## src/rtl/mul_result_packer.sv

```systemverilog
// mul_result_packer: picks the low/high half of each lane product per SEW, packs the results into
// 32-bit words with byte enables, and buffers them for writeback. Optional feature: MUL_PACK_HIGH_EN.
module mul_result_packer #(
  parameter int FIFO_DEPTH = 4,
  parameter int VL_W       = 9
) (
  input  logic            clk,
  input  logic            reset,
  input  logic            start,
  input  logic [VL_W-1:0] vl,
  input  logic [1:0]      sew,
  input  logic            high_sel,
  input  logic            in_valid,
  output logic            in_ready,
  input  logic [63:0]     prod_in,
  output logic            out_valid,
  input  logic            out_ready,
  output logic [31:0]     out_data,
  output logic [3:0]      out_be,
  output logic            out_last,
  output logic            busy,
  output logic            done
);

  // state | meaning
  // IDLE  | waiting for start
  // RUN   | accepting product beats, one word per beat
  // DRAIN | every beat taken, waiting for the FIFO to empty
  typedef enum logic [1:0] {IDLE, RUN, DRAIN} state_t;

  localparam int PTR_W = $clog2(FIFO_DEPTH);
  localparam logic [PTR_W:0] FULL_CNT = (PTR_W+1)'(FIFO_DEPTH);
  localparam logic [VL_W:0]  ROUND_4  = (VL_W+1)'(3);
  localparam logic [VL_W:0]  ROUND_2  = (VL_W+1)'(1);

  state_t          state;
  logic [1:0]      sew_q;
  logic [VL_W-1:0] beats_left;
  logic [3:0]      last_be_q;
  logic [1:0]      sew_norm;
  logic [VL_W:0]   vl_ext;
  logic [VL_W-1:0] words_calc;
  logic [3:0]      last_be_calc;
  logic [31:0]     pack_data;
  logic [31:0]     word_data;
  logic [3:0]      word_be;
  logic            word_last;
  logic            push;
  logic            pop;
  logic            full;
  logic            empty;

  logic [31:0]     mem_data [FIFO_DEPTH];
  logic [3:0]      mem_be   [FIFO_DEPTH];
  logic            mem_last [FIFO_DEPTH];
  logic [PTR_W-1:0] wr_ptr;
  logic [PTR_W-1:0] rd_ptr;
  logic [PTR_W:0]   count;

`ifdef MUL_PACK_HIGH_EN
  logic high_q;
`endif

  assign sew_norm = (sew == 2'b11) ? 2'b10 : sew;
  assign vl_ext   = {1'b0, vl};

  // Word count and the byte enables of the final word are fixed at start.
  always_comb begin
    words_calc   = vl;
    last_be_calc = 4'hF;
    case (sew_norm)
      2'b00: begin
        words_calc = VL_W'((vl_ext + ROUND_4) >> 2);
        case (vl[1:0])
          2'b01:   last_be_calc = 4'b0001;
          2'b10:   last_be_calc = 4'b0011;
          2'b11:   last_be_calc = 4'b0111;
          default: last_be_calc = 4'hF;
        endcase
      end
      2'b01: begin
        words_calc   = VL_W'((vl_ext + ROUND_2) >> 1);
        last_be_calc = vl[0] ? 4'b0011 : 4'hF;
      end
      default: begin
        words_calc   = vl;
        last_be_calc = 4'hF;
      end
    endcase
  end

`ifdef MUL_PACK_HIGH_EN
  always_comb begin
    pack_data = '0;
    case (sew_q)
      2'b00: for (int k = 0; k < 4; k++)
               pack_data[8*k +: 8] = high_q ? prod_in[16*k+8 +: 8] : prod_in[16*k +: 8];
      2'b01: for (int k = 0; k < 2; k++)
               pack_data[16*k +: 16] = high_q ? prod_in[32*k+16 +: 16] : prod_in[32*k +: 16];
      default: pack_data = high_q ? prod_in[63:32] : prod_in[31:0];
    endcase
  end
`else
  // Low halves only; high_sel and the top product byte have no consumer in this build.
  logic unused_bits;
  assign unused_bits = ^{high_sel, prod_in[63:56]};

  always_comb begin
    pack_data = '0;
    case (sew_q)
      2'b00: for (int k = 0; k < 4; k++)
               pack_data[8*k +: 8] = prod_in[16*k +: 8];
      2'b01: for (int k = 0; k < 2; k++)
               pack_data[16*k +: 16] = prod_in[32*k +: 16];
      default: pack_data = prod_in[31:0];
    endcase
  end
`endif

  assign word_last = (beats_left == VL_W'(1));
  assign word_be   = word_last ? last_be_q : 4'hF;

  always_comb begin
    word_data = '0;
    for (int b = 0; b < 4; b++)
      word_data[8*b +: 8] = word_be[b] ? pack_data[8*b +: 8] : 8'h00;
  end

  assign empty    = (count == '0);
  assign full     = (count == FULL_CNT);
  assign in_ready = (state == RUN) && !full && (beats_left != '0);
  assign push     = in_valid && in_ready;
  assign pop      = out_valid && out_ready;
  assign busy     = (state != IDLE);

  always_ff @(posedge clk or negedge reset) begin
    if (!reset) begin
      state      <= IDLE;
      sew_q      <= 2'b00;
      beats_left <= '0;
      last_be_q  <= 4'h0;
      done       <= 1'b0;
`ifdef MUL_PACK_HIGH_EN
      high_q     <= 1'b0;
`endif
    end else begin
      done <= 1'b0;
      case (state)
        IDLE: begin
          if (start) begin
            if (vl == '0) begin
              done <= 1'b1;
            end else begin
              state      <= RUN;
              sew_q      <= sew_norm;
              beats_left <= words_calc;
              last_be_q  <= last_be_calc;
`ifdef MUL_PACK_HIGH_EN
              high_q     <= high_sel;
`endif
            end
          end
        end
        RUN: begin
          if (push) begin
            beats_left <= beats_left - 1'b1;
            if (word_last) state <= DRAIN;
          end
        end
        DRAIN: begin
          if (empty || (count == (PTR_W+1)'(1) && pop)) begin
            state <= IDLE;
            done  <= 1'b1;
          end
        end
        default: state <= IDLE;
      endcase
    end
  end

  always_ff @(posedge clk) begin
    if (push) begin
      mem_data[wr_ptr] <= word_data;
      mem_be[wr_ptr]   <= word_be;
      mem_last[wr_ptr] <= word_last;
    end
  end

  always_ff @(posedge clk or negedge reset) begin
    if (!reset) begin
      wr_ptr <= '0;
      rd_ptr <= '0;
      count  <= '0;
    end else begin
      if (push) wr_ptr <= wr_ptr + 1'b1;
      if (pop)  rd_ptr <= rd_ptr + 1'b1;
      case ({push, pop})
        2'b10:   count <= count + 1'b1;
        2'b01:   count <= count - 1'b1;
        default: count <= count;
      endcase
    end
  end

  // Storage is not reset, so outputs are forced to zero whenever nothing is queued.
  assign out_valid = !empty;
  assign out_data  = empty ? 32'h0 : mem_data[rd_ptr];
  assign out_be    = empty ? 4'h0  : mem_be[rd_ptr];
  assign out_last  = empty ? 1'b0  : mem_last[rd_ptr];

endmodule

```

## config.mk

```make
export PLATFORM = sky130hd
export DESIGN_NAME = mul_result_packer
export DESIGN_NICKNAME = d
export VERILOG_FILES = /design/src/rtl/mul_result_packer.sv
export SDC_FILE = /design/constraint.sdc
export NUM_CORES = 1
export LEC_CHECK = 0
export BUFFER_PORTS_ARGS = -buffer_cell sky130_fd_sc_hd__clkbuf_2
export CORE_AREA = 3 3 118 165
export DETAILED_ROUTE_END_ITERATION = 6
export DIE_AREA = 0 0 121 168
export HOLD_SLACK_MARGIN = 0.03
export PLACE_DENSITY = 0.7
export SYNTH_ARGS = -nofsm -noshare
export SYNTH_HDL_FRONTEND = slang
export SYNTH_SLANG_ARGS = --single-unit
```

## constraint.sdc

```tcl
create_clock -name clk -period 5.27 [get_ports clk]
set_input_delay 0.7905 -clock clk [delete_from_list [all_inputs] [get_ports clk]]
set_output_delay 0.7905 -clock clk [all_outputs]
set_load 0.005 [all_outputs]
```

==> results_dict.tcl <==
set metrics [dict create \
    status "finished clean" \
    max_slew.worst_pin.slew_ns 1.198 \
    hold_buffers 0 \
    powerDensity_mw_per_mm2 541.0 \
    r2r-end "mem_be[3][3]$_DFFE_PP_" \
    critPathMaxFanout 27 \
    syn_inst 553 \
    cap_violations 0 \
    hold_viol 0 \
    cp_data_required_time_ns 4.48 \
    grt_setup_unrepaired "no" \
    hold_class "primary input to async pin" \
    cts_tree "yes" \
    syn_area_per_cell_sq_um 14.57 \
    synth_seq_cells 173 \
    start_util 0.4458 \
    first_global_vias 5273 \
    globalRouteTotalUtil 0.1734 \
    dieArea_sq_mm 0.02033 \
    diodes 0 \
    finalCritPeriodShare 0.6457 \
    path_clk_slew_ns 0.07 \
    clock_sinks 173 \
    drive_gt1_frac 0.3049 \
    peakVddDrop_mv 0.2728 \
    timing.final.crit_period_ns 3.403 \
    seq_area_frac_synth 0.6294 \
    drt_iter0_markers 329 \
    grt_pass1_wl_mm 27.54 \
    row_count 58 \
    routed_wl_mm 17.16 \
    r2r_cells 3 \
    wl_per_cell_microns 18.88 \
    grt_overflow 0 \
    ios 122 \
    p_sw_w 0.001706 \
    cp.arrival_ns 2.61 \
    p_leak_nw 3.414 \
    die_x_microns 121 \
    ant_nets 0 \
    fin_skew_ns 0.01457 \
    hpwl_mm 11.38 \
    setup_viol 0 \
    drtPass1Iterations 4 \
    vias_per_cell 5.527 \
    fin_total_pwr_w 0.005081 \
    synth.net_count 650 \
    core_area_sq_mm 0.01807 \
    htreeDepth 4 \
    yosys.cell_types.count 62 \
    grt_start_max_net_pins 40 \
    switching_share 0.3357 \
    end_kind "primary output" \
    crit_type "flop to primary output" \
    async_flop_share 0.1445 \
    gp_congestion 0.8413 \
    seq_power_share 0.439 \
    die_y_microns 168 \
    ys_warn_count 0 \
    clkLatencyLatePin_ns 0.42 \
    ff2ff_setup_slack_ns 2.42 \
    portBuffers 112 \
    clockRootBuffer "clkbuf_16" \
    syn2layout_area_growth_pct 16.57 \
    finalNetCount 753 \
    cts_buffers 17 \
    fmax_mhz 293.9 \
    clkPwrFrac 0.238 \
    post_cts_buffers 0 \
    syn_area_sq_mm 0.008055 \
    antenna_found_initial 0 \
    start_kind "flop" \
    synth-edff-count 148 \
    cts_buffer_depth 2 \
    fin_tns_setup_ns 0 \
    p_comb_frac 0.323 \
    slew_violations 0 \
    synthFlopType "edfxtp_1" \
    p_int_w 0.003375 \
    r2r-start "state[0]$_DFFE_PN0P_" \
    vias 5024 \
    post_cts_resize_count 0 \
    maxSlewHeadroom 0.2012 \
    drcViolationCount 0 \
]
## routing by layer
layer / vias to the layer above / global-route usage / part of all wire
met1: 2520 / 0.2060 / 0.40
met4: 0 / 0.05178 / 0.011
met2: 172 / 0.3151 / 0.54
li1: 2316 / - / -
met5: - / 0 / 0
met3: 16 / 0.03461 / 0.053
## worst max-delay path by stage
| stage | endpoint | slack, ns | startpoint |
|---|---|---|---|
| after global routing | out_data[7] | 1.61 | rd_ptr[0]$_DFFE_PN0P_ |
| final | out_last | 1.87 | rd_ptr[0]$_DFFE_PN0P_ |
| after global placement | out_last | 2.18 | rd_ptr[0]$_DFFE_PN0P_ |
| after detailed placement | out_last | 2.18 | rd_ptr[0]$_DFFE_PN0P_ |
| after floorplan | mem_be[0][0]$_DFFE_PP_ | 2.71 | in_valid |
| after CTS | out_last | 1.72 | rd_ptr[0]$_DFFE_PN0P_ |
## layout by cell type, fill, tap and decap left out, types with 5 or more instances in the layout
cell type / instances
o21ai_0: 25
nand2_1: 30
inv_1: 12
mux4_2: 37
nand3_1: 7
clkbuf_16: 17
clkbuf_2: 112
nor2_1: 48
edfxtp_1: 148
and2_1: 46
xnor2_1: 8
ha_1: 16
a21oi_1: 26
dfrtp_1: 23
mux2i_1: 18
and3_2: 5
nand2b_1: 9
## cells by family after synthesis
| kind of cell | count (synthesis) | share of synthesized area |
|---|---|---|
| flip-flops | 173 | 0.6294 |
| AO/OA/AOI/OAI | 83 | 0.06866 |
| XOR/XNOR | 12 | 0.01305 |
| multiplexers | 58 | 0.1300 |
| adder cells (fa/ha/maj) | 16 | 0.02485 |
| buffers and inverters | 42 | 0.02299 |
| AND/OR/NAND/NOR | 169 | 0.1111 |
## power by group through the flow
stage                     logic (W)  registers (W)  clock network, W
final                       0.00164        0.00223           0.00121
after global routing        0.00181        0.00228           0.00129
after CTS                   0.00167        0.00224           0.00123
after detailed placement    0.00166        0.00227                 0
after global placement      0.00161        0.00224                 0
after floorplan             0.00126        0.00203                 0
## critical path, cell delays in order (launching register included)
cell,delay (ns)
dfrtp_2,0.95
buf_4,0.42
mux4_2,0.53
and2_1,0.18
clkbuf_2,0.11
## registers in the layout, summed over array words and instances (netlist names), 2 cells and up
register    count
beats_left      9
count           3
last_be_q       4
mem_be         16
mem_data      128
mem_last        4
rd_ptr          2
sew_q           2
state           2
wr_ptr          2
## cell usage after synthesis (all sizes together) (4+ instances only)
cell type,number,area (sq um)
edfxtp,148,4444
and3,9,57.56
clkbuf,17,63.81
a21oi,27,146.4
xnor2,8,70.07
buf,13,76.32
nand2b,9,56.30
and2,46,287.8
nand2,31,118.9
nor2,48,180.2
xor2,4,35.03
ha,16,200.2
dfrtp,25,625.6
nand3,7,35.03
o21ai,25,125.1
mux2i,18,180.2
inv,12,45.04
mux4,37,833.3
## per-stage QoR
| stage | hold slack [ns] | instances | setup slack (ns) | utilization | instance area, sq um |
|---|---|---|---|---|---|
| global route | 0.4382 | 909 | 1.614 | 0.5197 | 9390 |
| floorplan | 0.4247 | 553 | 2.708 | - | 8055 |
| finish | 0.3973 | 909 | 1.867 | 0.5197 | 9390 |
| global placement | 0.4552 | 877 | 2.183 | 0.4869 | 8798 |
| detailed placement | 0.4559 | 877 | 2.176 | 0.4869 | 8798 |
| CTS | 0.4014 | 909 | 1.720 | 0.5197 | 9390 |
## final cells by class
class	instances	area, sq um
Timing Repair Buffer	114	575.6
Clock buffer	17	425.4
Multi-Input combinational cell	338	2805
Clock inverter	15	166.4
Inverter	12	45.04
Sequential cell	173	5072
Fill cell	1471	8680
Tap cell	240	300.3
Power figures use the tool's default switching activity.
